File: src/rtl/boot_fetch_router_pkg.sv
// Shared fetch-path definitions: memory map defaults, fetch targets and router states.
package boot_fetch_router_pkg;

    localparam logic [31:0] BOOT_BASE_DEF  = 32'h0000_1000;
    localparam int unsigned BOOT_BYTES_DEF = 8192;
    localparam logic [31:0] DRAM_BASE_DEF  = 32'h8000_0000;

    typedef enum logic [1:0] {
        FT_ROM,
        FT_IC,
        FT_FLT
    } fetch_tgt_e;

    typedef enum logic [1:0] {
        FR_BOOT,
        FR_RUN,
        FR_DRAIN
    } fetch_router_state_e;

endpackage

File: src/rtl/boot_fetch_router_addr_decode.sv
// Combinational fetch address decoder: boot ROM window, DRAM/icache region, or fault.
module fetch_addr_decode
    import boot_fetch_router_pkg::*;
#(
    parameter logic [31:0] BOOT_BASE  = BOOT_BASE_DEF,
    parameter int unsigned BOOT_BYTES = BOOT_BYTES_DEF,
    parameter logic [31:0] DRAM_BASE  = DRAM_BASE_DEF
) (
    input  logic [31:0] addr,
    output fetch_tgt_e  tgt
);

    localparam logic [31:0] ROM_SIZE = 32'(BOOT_BYTES);

    logic [31:0] rom_off;

    // Unsigned wrap makes addresses below BOOT_BASE land far outside the window.
    assign rom_off = addr - BOOT_BASE;

    always_comb begin
        tgt = FT_FLT;
        if (rom_off < ROM_SIZE) begin
            tgt = FT_ROM;
        end else if (addr >= DRAM_BASE) begin
            tgt = FT_IC;
        end
    end

endmodule

File: src/rtl/boot_fetch_router.sv
// Fetch router between IF, boot ROM and icache: in-order responses, boot phase, flush drain.
module boot_fetch_router
    import boot_fetch_router_pkg::*;
#(
    parameter logic [31:0] BOOT_BASE       = BOOT_BASE_DEF,
    parameter int unsigned BOOT_BYTES      = BOOT_BYTES_DEF,
    parameter logic [31:0] DRAM_BASE       = DRAM_BASE_DEF,
    parameter int unsigned MAX_OUTSTANDING = 4
) (
    input  logic        clock,
    input  logic        reset,
    input  logic        flush,
    input  logic        req_valid,
    output logic        req_ready,
    input  logic [31:0] req_addr,
    output logic        res_valid,
    output logic [31:0] res_data,
    output logic        res_fault,
    output logic        rom_req_valid,
    output logic [31:0] rom_req_addr,
    input  logic        rom_res_valid,
    input  logic [31:0] rom_res_data,
    output logic        ic_req_valid,
    input  logic        ic_req_ready,
    output logic [31:0] ic_req_addr,
    input  logic        ic_res_valid,
    input  logic [31:0] ic_res_data,
    output logic        boot_done
);

    localparam int CNT_W = $clog2(MAX_OUTSTANDING + 1);
    localparam logic [CNT_W-1:0] MAX_CNT = CNT_W'(MAX_OUTSTANDING);
    localparam logic [CNT_W-1:0] ONE     = CNT_W'(1);

    fetch_router_state_e state_q, state_d;
    fetch_tgt_e          cur_tgt_q, cur_tgt_d;
    fetch_tgt_e          tgt;
    logic [CNT_W-1:0]    cnt_q, cnt_d;
    logic [CNT_W-1:0]    kill_q, kill_d;
    logic                boot_done_q, boot_done_d;
    logic                flt_q, flt_d;
    logic                issue_ok, accept, rsp, retire;

    fetch_addr_decode #(
        .BOOT_BASE (BOOT_BASE),
        .BOOT_BYTES(BOOT_BYTES),
        .DRAM_BASE (DRAM_BASE)
    ) u_decode (
        .addr(req_addr),
        .tgt (tgt)
    );

    assign rom_req_addr = req_addr;
    assign ic_req_addr  = req_addr;
    assign boot_done    = boot_done_q;

    // Handshake and response mux; everything is gated off while reset is held low.
    always_comb begin
        issue_ok = (state_q != FR_DRAIN) && !flush && (cnt_q < MAX_CNT)
                   && ((cnt_q == '0) || (tgt == cur_tgt_q));
        req_ready     = reset && issue_ok && ((tgt != FT_IC) || ic_req_ready);
        rom_req_valid = reset && req_valid && issue_ok && (tgt == FT_ROM);
        ic_req_valid  = reset && req_valid && issue_ok && (tgt == FT_IC);
        accept        = req_valid && req_ready;

        case (cur_tgt_q)
            FT_ROM:  rsp = rom_res_valid;
            FT_IC:   rsp = ic_res_valid;
            default: rsp = flt_q;
        endcase
        retire = rsp && (cnt_q != '0);

        res_valid = reset && retire && !flush && (state_q != FR_DRAIN);
        res_fault = res_valid && (cur_tgt_q == FT_FLT);
        res_data  = 32'h0;
        if (res_valid && (cur_tgt_q == FT_ROM)) begin
            res_data = rom_res_data;
        end else if (res_valid && (cur_tgt_q == FT_IC)) begin
            res_data = ic_res_data;
        end
    end

    always_comb begin
        cnt_d = cnt_q;
        if (accept && !retire) begin
            cnt_d = cnt_q + ONE;
        end else if (!accept && retire) begin
            cnt_d = cnt_q - ONE;
        end
        cur_tgt_d   = accept ? tgt : cur_tgt_q;
        flt_d       = accept && (tgt == FT_FLT);
        kill_d      = kill_q;
        state_d     = state_q;
        boot_done_d = boot_done_q;

        case (state_q)
            FR_BOOT, FR_RUN: begin
                // flush blocks accept, so cnt_d is already net of any same-cycle retire
                if (flush) begin
                    kill_d = cnt_d;
                    if (cnt_d != '0) begin
                        state_d = FR_DRAIN;
                    end
                end else if (accept && (tgt == FT_IC)) begin
                    boot_done_d = 1'b1;
                    state_d     = FR_RUN;
                end
            end
            FR_DRAIN: begin
                if (retire) begin
                    kill_d = kill_q - ONE;
                    if (kill_d == '0) begin
                        state_d = boot_done_q ? FR_RUN : FR_BOOT;
                    end
                end
            end
            default: state_d = FR_BOOT;
        endcase
    end

    always_ff @(posedge clock) begin
        if (!reset) begin
            state_q     <= FR_BOOT;
            cnt_q       <= '0;
            kill_q      <= '0;
            cur_tgt_q   <= FT_ROM;
            boot_done_q <= 1'b0;
            flt_q       <= 1'b0;
        end else begin
            state_q     <= state_d;
            cnt_q       <= cnt_d;
            kill_q      <= kill_d;
            cur_tgt_q   <= cur_tgt_d;
            boot_done_q <= boot_done_d;
            flt_q       <= flt_d;
        end
    end

    // A downstream response with nothing in flight must come from the last-used target.
    assert property (@(posedge clock) disable iff (!reset)
        (cnt_q == '0) |-> !((rom_res_valid && (cur_tgt_q != FT_ROM))
                            || (ic_res_valid && (cur_tgt_q != FT_IC))));

endmodule

File: config.mk
export PLATFORM = sky130hd
export DESIGN_NAME = boot_fetch_router
export DESIGN_NICKNAME = d
export VERILOG_FILES = /design/src/rtl/boot_fetch_router_pkg.sv /design/src/rtl/boot_fetch_router_addr_decode.sv /design/src/rtl/boot_fetch_router.sv
export SDC_FILE = /design/constraint.sdc
export NUM_CORES = 1
export LEC_CHECK = 0
export ABC_AREA = 1
export CAP_MARGIN = 20
export CORE_UTILIZATION = 30
export CTS_CLUSTER_SIZE = 20
export DETAILED_ROUTE_END_ITERATION = 8
export GPL_ROUTABILITY_DRIVEN = 0
export GPL_TIMING_DRIVEN = 0
export PLACE_DENSITY = 0.79
export SKIP_CTS_REPAIR_TIMING = 1
export SYNTH_ARGS = -nofsm -noshare
export SYNTH_HDL_FRONTEND = slang
export SYNTH_HIERARCHICAL = 1
export SYNTH_SLANG_ARGS = --single-unit
File: constraint.sdc
create_clock -name clock -period 2.3 [get_ports clock]
set_input_delay 0.23 -clock clock [delete_from_list [all_inputs] [get_ports clock]]
set_output_delay 0.23 -clock clock [all_outputs]
set_load 0.005 [all_outputs]
==> reports/metrics.yaml <==
timing:
  report.final.setup_viol: 12
  fin_crit_sh: 1.14
  slew_headroom: 0.735
  rsz0062_at_grt: "yes"
  setup_tns_ns: -1.67
  fin_crit_ns: 2.63
  fmax_mhz: 380
  whs_ns: 0.390
  tightestPinTransition_ns: 0.398
  setup_slack_ns: -0.333
  maxSlewViolCount: 0
  hold_viol: 0
  fin_skew_ns: 0.00363
routing:
  vias_per_cell: 4.47
  drc: 0
  vias: 3291
  routed_wl_um: 9910
  wire_per_inst_um: 13.5
  firstDrtPassIters: 4
  drt_iter0_markers: 67
  drtAntennaViolNets: 0
die:
  die_area_um2: 8450
  start_util: 0.312
  die_w_um: 91.9
  rows: 32
  num_io_pins: 205
  core_area_um2: 7770
  die_height_um: 91.9
yosys:
  syn_nets: 530
  syn_area_per_cell_um2: 5.76
  synthArstFlopShare: 0
  synth-edff-count: 0
  synth_seq_area_share: 0.0990
  synth_area_um2: 2430
  yosys_warnings: 6
  ys_ff_latch: 12
  ys.flop_type: "dfxtp_1"
  synthDistinctLibCells: 31
  synth_cells: 421
setup_path:
  worstPathRequired_ns: 2.48
  reg2reg_to: "state_q[0]"
  cp-end-kind: "flop"
  r2r_setup_slack_ns: 0.36
  rr_startpoint: "cnt_q[1]"
  crit_fanout: 8
  rr_worst_depth: 13
  critical_path_class: "in -> reg"
  critPathLaunchType: "input pin"
  crit_arrival_ns: 2.81
placement:
  dpl_cell_area_um2: 4500
  port_buffers: 192
  pre_cts_slack_ns: -1.10
  hpwlAfterDp_um: 7510
  place.detailed.instances: 715
outcome:
  outcome: "finished, violations left"
  violations: "negative setup slack"
clock_tree:
  cts.sinks: 12
  clk_latency_ns: 0.25
  clockBufferDepth: 2
  clock_tree.root_cell: "clkbuf_8"
  cts-htree-levels: 1
  cts_buffers: 3
  clk_pin_slew_ns: 0.05
  cts_tree: "built"
hold_path:
  hold_path_depth: 3
  hp-start: "reset"
  min_path_type: "in -> reg"
  min_to: "state_q[0]"
final_layout:
  diodes: 0
  final_cell_mix: "clkdlybuf4s50_1 (137), inv_1 (97), buf_4 (79)"
  final_cells: 736
  drive_gt1_frac: 0.338
  num-fill-cells: 649
  syn_to_final_growth_pct: 106
  final_core_util: 0.643
  fin_area_um2: 4990
  nNetsFinal: 744
  final_common_cell: "clkdlybuf4s50_1"
pwr:
  p_leak_nw: 2.75
  irDropWorstVdd_mv: 0.720
  total_power_mw: 1.97
  p_per_area_nw_per_um2: 395
grt:
  grt_antenna_before_repair: 0
  overflow: 0
  grt_max_degree: 11
  grt.total_usage: 0.198
  grt_pass1_wl_um: 13800
  grt_pass1_vias: 2941
job:
  cap_violations: 0
-- per-layer routing --
metal,vias to the layer above,global-route usage,wire [um]
met3,12,0.0216,559
met5,-,0,0
li1,1664,-,-
met4,0,0.0443,149
met1,1501,0.248,3950
met2,114,0.361,5250
-- power by group --
| group | switching (mW) | internal [mW] | total (mW) |
|---|---|---|---|
| registers | 0.0593 | 0.273 | 0.333 |
| clock network | 0.0830 | 0.152 | 0.235 |
| logic | 0.703 | 0.703 | 1.41 |
-- layout make-up --
| class | instances | area, um2 | share of cell area |
|---|---|---|---|
| buffer | 71 | 556 | 0.111 |
| inverter | 107 | 417 | 0.0835 |
| sequential | 12 | 243 | 0.0486 |
| clock buffer | 4 | 55.1 | 0.0110 |
| tap | 102 | 128 | 0.0256 |
| multi-input combinational | 231 | 1620 | 0.324 |
| timing repair buffer | 209 | 1980 | 0.396 |
-- how the worst max path moves through the flow --
stage,endpoint,depth (start not counted),slack (ns),startpoint
floorplan,state_q[0],25,-0.04,req_addr[13]
global placement,ic_req_valid,21,-1.07,req_addr[20]
CTS,ic_req_valid,21,-1.14,req_addr[20]
global route,state_q[0],27,-0.58,req_addr[20]
detailed placement,ic_req_valid,21,-1.10,req_addr[20]
finish,state_q[0],27,-0.33,req_addr[14]
-- critical path, cell delays in order --
cell and delay (ns):
buf_2 0.14, inv_2 0.09, nand3_4 0.10, nor2_4 0.24, nand2_2 0.12, nor2_2 0.09
nand2_1 0.05, nand2_1 0.07, nand3_1 0.08, nor2_2 0.17, nor2_4 0.07, inv_2 0.05
nand2_1 0.04, nand2_1 0.08, nand2_2 0.06, nand2_4 0.09, nand3_4 0.08, buf_6 0.14
nor2_8 0.12, nand2_4 0.08, nand3_2 0.07, nand2_2 0.06, nor2_2 0.12, nand3_2 0.10
nand3_2 0.09, nand2_1 0.05, nor2_1 0.11
-- cell usage after synthesis (2+ instances only) --
cell	n	area share
clkbuf_1	7	0.011
nand4_1	4	0.010
nor2_2	4	0.010
o21bai_1	3	0.0093
dfxtp_1	12	0.099
nor2_1	42	0.065
inv_2	3	0.0046
o21ai_0	7	0.014
nand2_1	67	0.10
nor3_1	3	0.0062
nand3_1	23	0.047
nor2_4	5	0.023
nor2_8	2	0.017
inv_1	104	0.16
o22ai_1	33	0.085
nand2_2	6	0.015
buf_4	64	0.20
nand3_2	3	0.012
xnor2_1	2	0.0072
a21oi_1	9	0.019
ha_1	6	0.031
nand2_4	3	0.014
-- logic make-up (layout without fill, tap and decap cells) --
family / count (synthesis) / count (layout) / synth area share
and+or+nand+nor: 167 / 167 / 0.349
adders and majority gates: 6 / 6 / 0.0309
buffers and inverters: 178 / 391 / 0.374
xor gates and xnor gates: 3 / 3 / 0.0108
DFF: 12 / 12 / 0.0990
AOI/OAI and AO/OA: 55 / 55 / 0.136
-- flip-flops by register name, indices dropped and copies added (netlist names) --
register and count:
boot_done 1, cnt_q 3, cur_tgt_q 2, flt_q 1, kill_q 3, state_q 2
Note: power is estimated with default switching activity, not from simulation.
